File: config.mk
export PLATFORM = sky130hd
export DESIGN_NAME = seq_detector_prog
export DESIGN_NICKNAME = d
export VERILOG_FILES = /design/src/rtl/seq_det_pkg.sv /design/src/rtl/seq_det_hist.sv /design/src/rtl/seq_detector_prog.sv
export SDC_FILE = /design/constraint.sdc
export NUM_CORES = 1
export LEC_CHECK = 0
export ABC_AREA = 0
export CAP_MARGIN = 40
export CORE_MARGIN = 1.5
export CORE_UTILIZATION = 45
export DETAILED_ROUTE_END_ITERATION = 6
export GPL_TIMING_DRIVEN = 0
export PLACE_DENSITY = 0.68
export SYNTH_ARGS = -nofsm -noshare
export SYNTH_HDL_FRONTEND = slang
export SYNTH_HIERARCHICAL = 1
export SYNTH_SLANG_ARGS = --single-unit
File: constraint.sdc
create_clock -name clk -period 4.4 [get_ports clk]
set_input_delay 0.88 -clock clk [delete_from_list [all_inputs] [get_ports clk]]
set_output_delay 0.88 -clock clk [all_outputs]
set_load 0.02 [all_outputs]
File: src/rtl/seq_det_pkg.sv
// Shared definitions for the serial pattern detectors: controller state codes,
// overlap mode, and the legacy 11011 pattern constants.
package seq_det_pkg;

  // Controller state codes, kept as plain constants for the legacy detectors.
  localparam logic [1:0] ST_DISABLED = 2'd0;
  localparam logic [1:0] ST_FILLING  = 2'd1;
  localparam logic [1:0] ST_ARMED    = 2'd2;

  typedef enum logic {
    NON_OVERLAP = 1'b0,
    OVERLAP     = 1'b1
  } overlap_e;

  // Fixed 11011 pattern used by the original detectors (LSB-aligned, MSB first on the wire).
  localparam logic [7:0]  LEGACY_PATTERN = 8'b0001_1011;
  localparam int unsigned LEGACY_LEN     = 5;

endpackage

File: src/rtl/seq_det_hist.sv
// Serial history shift register plus a saturating count of bits consumed since
// the last clear or restart.
module seq_det_hist
  import seq_det_pkg::*;
#(
  parameter int unsigned MAX_LEN = 8,
  localparam int unsigned LEN_W = $clog2(MAX_LEN + 1)
) (
  input  logic               clk,
  input  logic               reset,
  input  logic               in_valid,
  input  logic               in_bit,
  input  logic               clear,
  input  logic               restart,
  output logic [MAX_LEN-1:0] hist,
  output logic [LEN_W-1:0]   fill
);

  localparam logic [LEN_W-1:0] FillMax = LEN_W'(MAX_LEN);

  logic [MAX_LEN-1:0] hist_q, hist_d;
  logic [LEN_W-1:0]   fill_q, fill_d;

  // Clear wins over a valid bit; restart keeps the shifted bit but zeroes fill.
  always_comb begin
    hist_d = hist_q;
    fill_d = fill_q;
    if (clear) begin
      hist_d = '0;
      fill_d = '0;
    end else if (in_valid) begin
      hist_d = {hist_q[MAX_LEN-2:0], in_bit};
      if (restart) begin
        fill_d = '0;
      end else if (fill_q != FillMax) begin
        fill_d = fill_q + LEN_W'(1);
      end
    end
  end

  // History and fill registers.
  always_ff @(posedge clk or posedge reset) begin
    if (reset) begin
      hist_q <= '0;
      fill_q <= '0;
    end else begin
      hist_q <= hist_d;
      fill_q <= fill_d;
    end
  end

  assign hist = hist_q;
  assign fill = fill_q;

endmodule

File: src/rtl/seq_detector_prog.sv
// Runtime-programmable serial bit-pattern detector with overlap control and a
// saturating match counter. Reset defaults behave as the fixed 11011 detector.
module seq_detector_prog
  import seq_det_pkg::*;
#(
  parameter int unsigned        MAX_LEN     = 8,
  parameter int unsigned        CNT_W       = 16,
  parameter logic [MAX_LEN-1:0] DEF_PATTERN = MAX_LEN'(LEGACY_PATTERN),
  parameter int unsigned        DEF_LEN     = LEGACY_LEN,
  parameter bit                 DEF_OVERLAP = 1'b1,
  localparam int unsigned       LEN_W       = $clog2(MAX_LEN + 1)
) (
  input  logic               clk,
  input  logic               reset,
  input  logic               in_valid,
  input  logic               in,
  input  logic               cfg_load,
  input  logic [MAX_LEN-1:0] cfg_pattern,
  input  logic [LEN_W-1:0]   cfg_len,
  input  logic               cfg_overlap,
  input  logic               clear_count,
  output logic               y,
  output logic [CNT_W-1:0]   match_count,
  output logic               primed
);

  localparam logic [LEN_W-1:0] MaxLen   = LEN_W'(MAX_LEN);
  localparam logic [LEN_W-1:0] DefLen   = LEN_W'(DEF_LEN);
  localparam logic [1:0]       StReset  = (DEF_LEN == 0) ? ST_DISABLED : ST_FILLING;

  logic [MAX_LEN-1:0] pattern_q, pattern_d;
  logic [LEN_W-1:0]   len_q, len_d;
  overlap_e           overlap_q, overlap_d;
  logic [1:0]         state_q, state_d;
  logic               y_q, y_d;
  logic [CNT_W-1:0]   cnt_q, cnt_d;

  logic [MAX_LEN-1:0] hist;
  logic [LEN_W-1:0]   fill;
  logic [MAX_LEN-1:0] hist_shift;
  logic [LEN_W-1:0]   fill_inc;
  logic [MAX_LEN-1:0] mask;
  logic               match;
  logic               restart;

  seq_det_hist #(
    .MAX_LEN (MAX_LEN)
  ) u_hist (
    .clk      (clk),
    .reset    (reset),
    .in_valid (in_valid),
    .in_bit   (in),
    .clear    (cfg_load),
    .restart  (restart),
    .hist     (hist),
    .fill     (fill)
  );

  // Post-shift view of history and fill, as they will be after this bit.
  always_comb begin
    hist_shift = {hist[MAX_LEN-2:0], in};
    fill_inc   = (fill == MaxLen) ? fill : fill + LEN_W'(1);
  end

  // Compare only the low len bits; a load cycle never matches.
  always_comb begin
    for (int i = 0; i < MAX_LEN; i++) begin
      mask[i] = (LEN_W'(i) < len_q);
    end
    match   = in_valid && !cfg_load && (len_q != '0) && (fill_inc >= len_q) &&
              (((hist_shift ^ pattern_q) & mask) == '0);
    restart = match && (overlap_q == NON_OVERLAP);
  end

  // Configuration latch with length clamping.
  always_comb begin
    pattern_d = pattern_q;
    len_d     = len_q;
    overlap_d = overlap_q;
    if (cfg_load) begin
      pattern_d = cfg_pattern;
      len_d     = (cfg_len > MaxLen) ? MaxLen : cfg_len;
      overlap_d = overlap_e'(cfg_overlap);
    end
  end

  // Controller: DISABLED / FILLING / ARMED.
  always_comb begin
    state_d = state_q;
    if (cfg_load) begin
      state_d = (cfg_len == '0) ? ST_DISABLED : ST_FILLING;
    end else if (in_valid && (state_q != ST_DISABLED)) begin
      if (restart) begin
        state_d = ST_FILLING;
      end else if (fill_inc >= len_q) begin
        state_d = ST_ARMED;
      end
    end
  end

  // Match pulse and saturating counter; a clear coinciding with a match leaves 1.
  always_comb begin
    y_d   = match;
    cnt_d = cnt_q;
    if (clear_count) begin
      cnt_d = match ? CNT_W'(1) : '0;
    end else if (match && (cnt_q != '1)) begin
      cnt_d = cnt_q + CNT_W'(1);
    end
  end

  // All control state registers.
  always_ff @(posedge clk or posedge reset) begin
    if (reset) begin
      pattern_q <= DEF_PATTERN;
      len_q     <= DefLen;
      overlap_q <= overlap_e'(DEF_OVERLAP);
      state_q   <= StReset;
      y_q       <= 1'b0;
      cnt_q     <= '0;
    end else begin
      pattern_q <= pattern_d;
      len_q     <= len_d;
      overlap_q <= overlap_d;
      state_q   <= state_d;
      y_q       <= y_d;
      cnt_q     <= cnt_d;
    end
  end

  assign y           = y_q;
  assign match_count = cnt_q;
  assign primed      = (state_q == ST_ARMED);

endmodule

**Word level (Yosys, flattened, before mapping)**

Cells that the tools add are included.

- Bits of input ports: 19
- Word-level logic and storage cells: 62
- Flip-flop bits (word level): 43

- Reductions and logical operators: 19
- Add/subtract/negate cells: 2
- Equality and inequality tests: 4
- Magnitude comparators: 10
- Bitwise gates (word level): 3
- Muxes and demuxes: 16

Operator list:

| cell | count |
|---|---|
| 16-bit two-way mux | 2 |
| 4-bit two-way mux | 6 |
| 16-bit by 1-bit adder with 16-bit output (second input constant) | 1 |
| 3-bit by 4-bit < comparator with 1-bit output (first input constant) | 4 |
| 16-bit inequality test (second input constant) | 1 |
| 7-bit two-way mux | 2 |
| 8-bit AND | 1 |
| 8-bit logical NOT | 1 |
| 1-bit by 4-bit < comparator with 1-bit output (first input constant) | 2 |
| 2-bit by 4-bit < comparator with 1-bit output (first input constant) | 2 |
| 2-bit two-way mux | 4 |
| 2-bit nonzero test | 4 |
| 8-bit XOR | 1 |
| 1-bit logical AND | 7 |
| 3-bit nonzero test | 2 |
| 4-bit by 1-bit adder with 4-bit output (second input constant) | 1 |
| 4-bit == test (second input constant) | 1 |
| 4-bit >= comparator | 1 |
| 4-bit greater-than comparator (second input constant) | 1 |
| 4-bit logical NOT | 1 |
| 4-bit inequality test (second input constant) | 1 |
| 2-bit AND reduction | 2 |
| 4-bit nonzero test | 1 |
| 2-bit == test (second input constant) | 1 |
| other kinds (3) | 4 |

**Longest topological paths before layout**

- Depth after elaboration: 9
- Mapped depth: 16

**Hierarchy**

Netlist, hierarchy kept.

By module, submodules not included:

| module | area each (um^2) | times used | cells an instance |
|---|---|---|---|
| seq_detector_prog | 1,889.3 | 1 | 191 |
| seq_det_hist | 579.3 | 1 | 55 |

**Worst setup path before layout**

No wires, ideal clock.

- Path type: reg2reg
- Start: register u_hist.fill_q[0] (netlist: u_hist/fill[0])
- End: register u_hist.fill_q[0] (netlist: u_hist/fill[0])
- Arrival time: 3,107 ps
- Path buffers: 2
- Cell stages (with the launch flop): 17
- Setup slack: 1,227 ps
- Library setup time: 66 ps
- Path through: dfrtp_1 -> inv_1 -> ha_1 -> nand2_1 -> nor2_1 -> xnor2_1 -> ha_1 -> nand2b_1 -> a21o_1 -> a211o_1 -> nand3b_4 -> buf_6 -> clkbuf_1 -> nor2_1 -> nand4bb_1 -> a211o_1 -> nand2_1

- Cells in the longest elaborated chain, start to end: 9
- Elaborated cells between the ends (all ways): 14

RTL lines:

| element | RTL line | RTL |
|---|---|---|
| start: declaration | seq_det_hist.sv:22 | `logic [LEN_W-1:0] fill_q, fill_d;` |
| start signal: assignment | seq_det_hist.sv:48 | `fill_q <= fill_d;` |
| 4-bit by 1-bit adder with 4-bit output / 4-bit == test (equally long branches) | seq_detector_prog.sv:62 | `fill_inc = (fill == MaxLen) ? fill : fill + LEN_W'(1);` |
| 4-bit two-way mux (*) | seq_detector_prog.sv:62 |  |
| 4-bit >= comparator (*) | seq_detector_prog.sv:70 | `match = in_valid && !cfg_load && (len_q != '0) && (fill_inc >= len_q) &&` |
| 1-bit logical AND (*) (2 in a row) | seq_detector_prog.sv:70 |  |
| 1-bit logical AND (*) | seq_detector_prog.sv:72 | `restart = match && (overlap_q == NON_OVERLAP);` |
| named net restart | seq_detector_prog.sv:44 | `logic restart;` |
| 4-bit two-way mux | seq_det_hist.sv:33 | `if (restart) begin` |
| 4-bit two-way mux | seq_det_hist.sv:31 | `end else if (in_valid) begin` |
| 4-bit two-way mux | seq_det_hist.sv:28 | `if (clear) begin` |

Mark *: on every way through the listed nets, which the timed path passes. The rest lies on a longest branch. The select of a mux whose other input is x is not followed.
A chain may end at the register's enable or synchronous reset.

**Final worst setup path**

Same ends and word-level chain as after synthesis.

==> run_results.csv <==
group,metric,value,unit
die,io_pins,37,
setup_path,worstPathRequired,4620,ps
detailed_routing,drt_iter0_markers,113,
min_path,hp-class,"reg2reg",
min_path,min_from,"pattern_q[5]$_DFFE_PP0P_",
finish,antennaDiodeCount,0,
detailed_routing,drc,0,
power,p_per_area,267.9,mW/mm²
timing,fmax,267.8,MHz
detailed_routing,vias,1997,
finish,layout.cells.non_filler,357,
detailed_routing,drt-total-wl,5352,µm
finish,nNetsFinal,314,
yosys,synth_nets,271,
clock_tree,clk_path_buf_depth,2,
die,fp.dieH,76.48,µm
setup_path,endpoint_kind,"flop",
setup_path,crit_start,"u_hist/fill[0]$_DFFE_PP0P_",
finish,multi_input_area,0.001217,mm²
clock_tree,clk_latency,290,ps
finish,ff_latch_area,0.001086,mm²
placed_design,io_buffers,35,
die,die-area,0.005849,mm²
die,die_x,76.48,µm
timing,maxSlewViolCount,0,
placed_design,post-dp-hpwl,4008,µm
timing,rsz0062_at_grt,"false",
detailed_routing,drtAntennaViolNets,0,
placed_design,dp.cells,349,
setup_path,crit_buf_inv,3,
setup_path,crit_chain,"inv_1 -> ha_1 -> nand2_1 -> nor2_1 -> xnor2_1 -> ha_1 -> nand2b_1 -> a21o_1 -> a211o_1 -> nand3b_4 -> buf_6 -> clkbuf_1 -> nor2_1 -> nand4bb_1 -> a211o_1 -> nand2_1",
yosys,yosysWarnings,6,
setup_path,slowest_stage,"dfrtp_1",
die,core_area,0.005172,mm²
timing,period_minus_slack,3734,ps
clock_tree,h-tree-depth,2,
timing,fin_tns_setup,0,ps
grt,grt_pass1_vias,1868,
finish,final_cell_mix,"clkdlybuf4s50_1, dfrtp_1, a21oi_1",
detailed_routing,firstDrtPassIters,4,
detailed_routing,viasPerCell,5.594,
power,peakVddDrop,0.1787,mV
yosys,netlist_instances,243,
clock_tree,cts_inserted_buffers,5,
grt,grt_first_pass_wirelength,9052,µm
timing,timing.final.hold_violations,0,
job,drv_cap,0,
setup_path,worstSetupPathType,"reg2reg",
timing,fin_worst_skew,4.247,ps
grt,grt_max_degree,19,
clock_tree,cts-root-buf,"clkbuf_8",
finish,drive_gt1_share,11.50,%
setup_path,cp_top_family,"simple AND/OR/NAND/NOR gates",
clock_tree,cts.hold.buffers_added,0,
finish,nFillCells,467,
die,start_util,46.98,%
placed_design,place_congestion,0.8214,
setup_path,max_stage_delay,490,ps
clock_tree,cts.sinks,43,
setup_path,crit_arrival,3960,ps
clock_tree,cts_tree,"built",
run_status,status,"completed",
setup_path,r2r-start,"u_hist/fill[0]$_DFFE_PP0P_",
grt,track_usage,19.10,%
clock_tree,postCtsSetupRepairBufs,0,
grt,grt-ovfl-total,0,
timing,finalCritPeriodShare,84.87,%
setup_path,worst-path-max-fanout,10,
power,leakagePower,0.001247,µW
clock_tree,path_clk_slew,80,ps
timing,slew_headroom,54.04,%
timing,tightest_slew,688.7,ps
setup_path,start_kind,"flop",
finish,syn_to_final_growth,22.91,%
yosys,synthesis.area,0.002430,mm²
grt,antenna_found_initial,0,
detailed_routing,post_drt_wl_per_cell,14.99,µm
timing,setup_viol,0,
clock_tree,ctsResizeCount,0,
die,fp-row-count,26,
yosys,syn_avg_cell_area,9.999,µm²
final timing paths:
| check | to | slack (ps) | cells after the start |
|---|---|---|---|
| setup / recovery | u_hist/fill[0]$_DFFE_PP0P_ | 670 | 16 |
| hold / removal | pattern_q[5]$_DFFE_PP0P_ | 540 | 1 |
| setup reg to reg | u_hist/fill[0]$_DFFE_PP0P_ | 670 | 16 |
| hold reg to reg | pattern_q[5]$_DFFE_PP0P_ | 540 | 1 |
| max in group asynchronous | len_q[2]$_DFFE_PP1P_ | 2780 | 3 |
| min in group asynchronous | u_hist/hist[1]$_DFFE_PP0P_ | 900 | 2 |
layer usage:
layer,wire (µm),vias to the layer above,share of wire [%],global-route usage (%)
met5,0,-,0,0
met1,2635,956,49,27.94
met2,2414,45,45,28.66
li1,-,992,-,-
met3,251,4,4.7,3.593
met4,51,0,0.95,5.556
worst register-to-register path, delay by kind of cell (launching register included):
family | cells | cell delay (ps)
AOI/OAI and AO/OA | 3 | 850
xor gates and xnor gates | 1 | 130
adders and majority gates | 2 | 460
buffers and inverters | 3 | 670
DFF | 1 | 490
and+or+nand+nor | 7 | 1090
where the power goes:
group / internal [µW] / switching [µW] / leakage (µW)
Combinational: 55.2 / 52.2 / 0.000641
Sequential: 418 / 18.4 / 0.000558
Clock: 127 / 130 / 0.0000482
through the flow:
| step | power (µW) | util (%) | hold slack, ps | worst slack, ps | instance area, µm² |
|---|---|---|---|---|---|
| 6_report | 800.2 | 57.74 | 539.0 | 665.7 | 2987 |
| 5_1_grt | 842.2 | 57.74 | 570.5 | 324.7 | 2987 |
| 4_1_cts | 811.2 | 57.74 | 547.7 | 673.5 | 2987 |
| 3_5_place_dp | 552.0 | 55.97 | 528.0 | 673.3 | 2895 |
| 3_3_place_gp | 546.1 | 55.44 | 513.5 | 708.4 | 2868 |
| 2_1_floorplan | 509.3 | - | 494.9 | 1227 | 2430 |
flip-flops by register name, summed over array words and instances, names as in the netlist:
signal,flops
len_q,4
match_count,16
overlap_q,1
y,1
u_hist/fill,4
u_hist/hist,7
pattern_q,8
state_q,2
area by class of cell:
class / instances / share of cell area [%]
timing repair buffer: 36 / 12.65
clock inverter: 1 / 0.1676
multi-input combinational: 170 / 40.76
sequential: 43 / 36.36
inverter: 16 / 2.011
tap: 70 / 2.933
buffer: 14 / 2.220
clock buffer: 7 / 2.891
No activity file was read; power rests on OpenSTA's default activity.
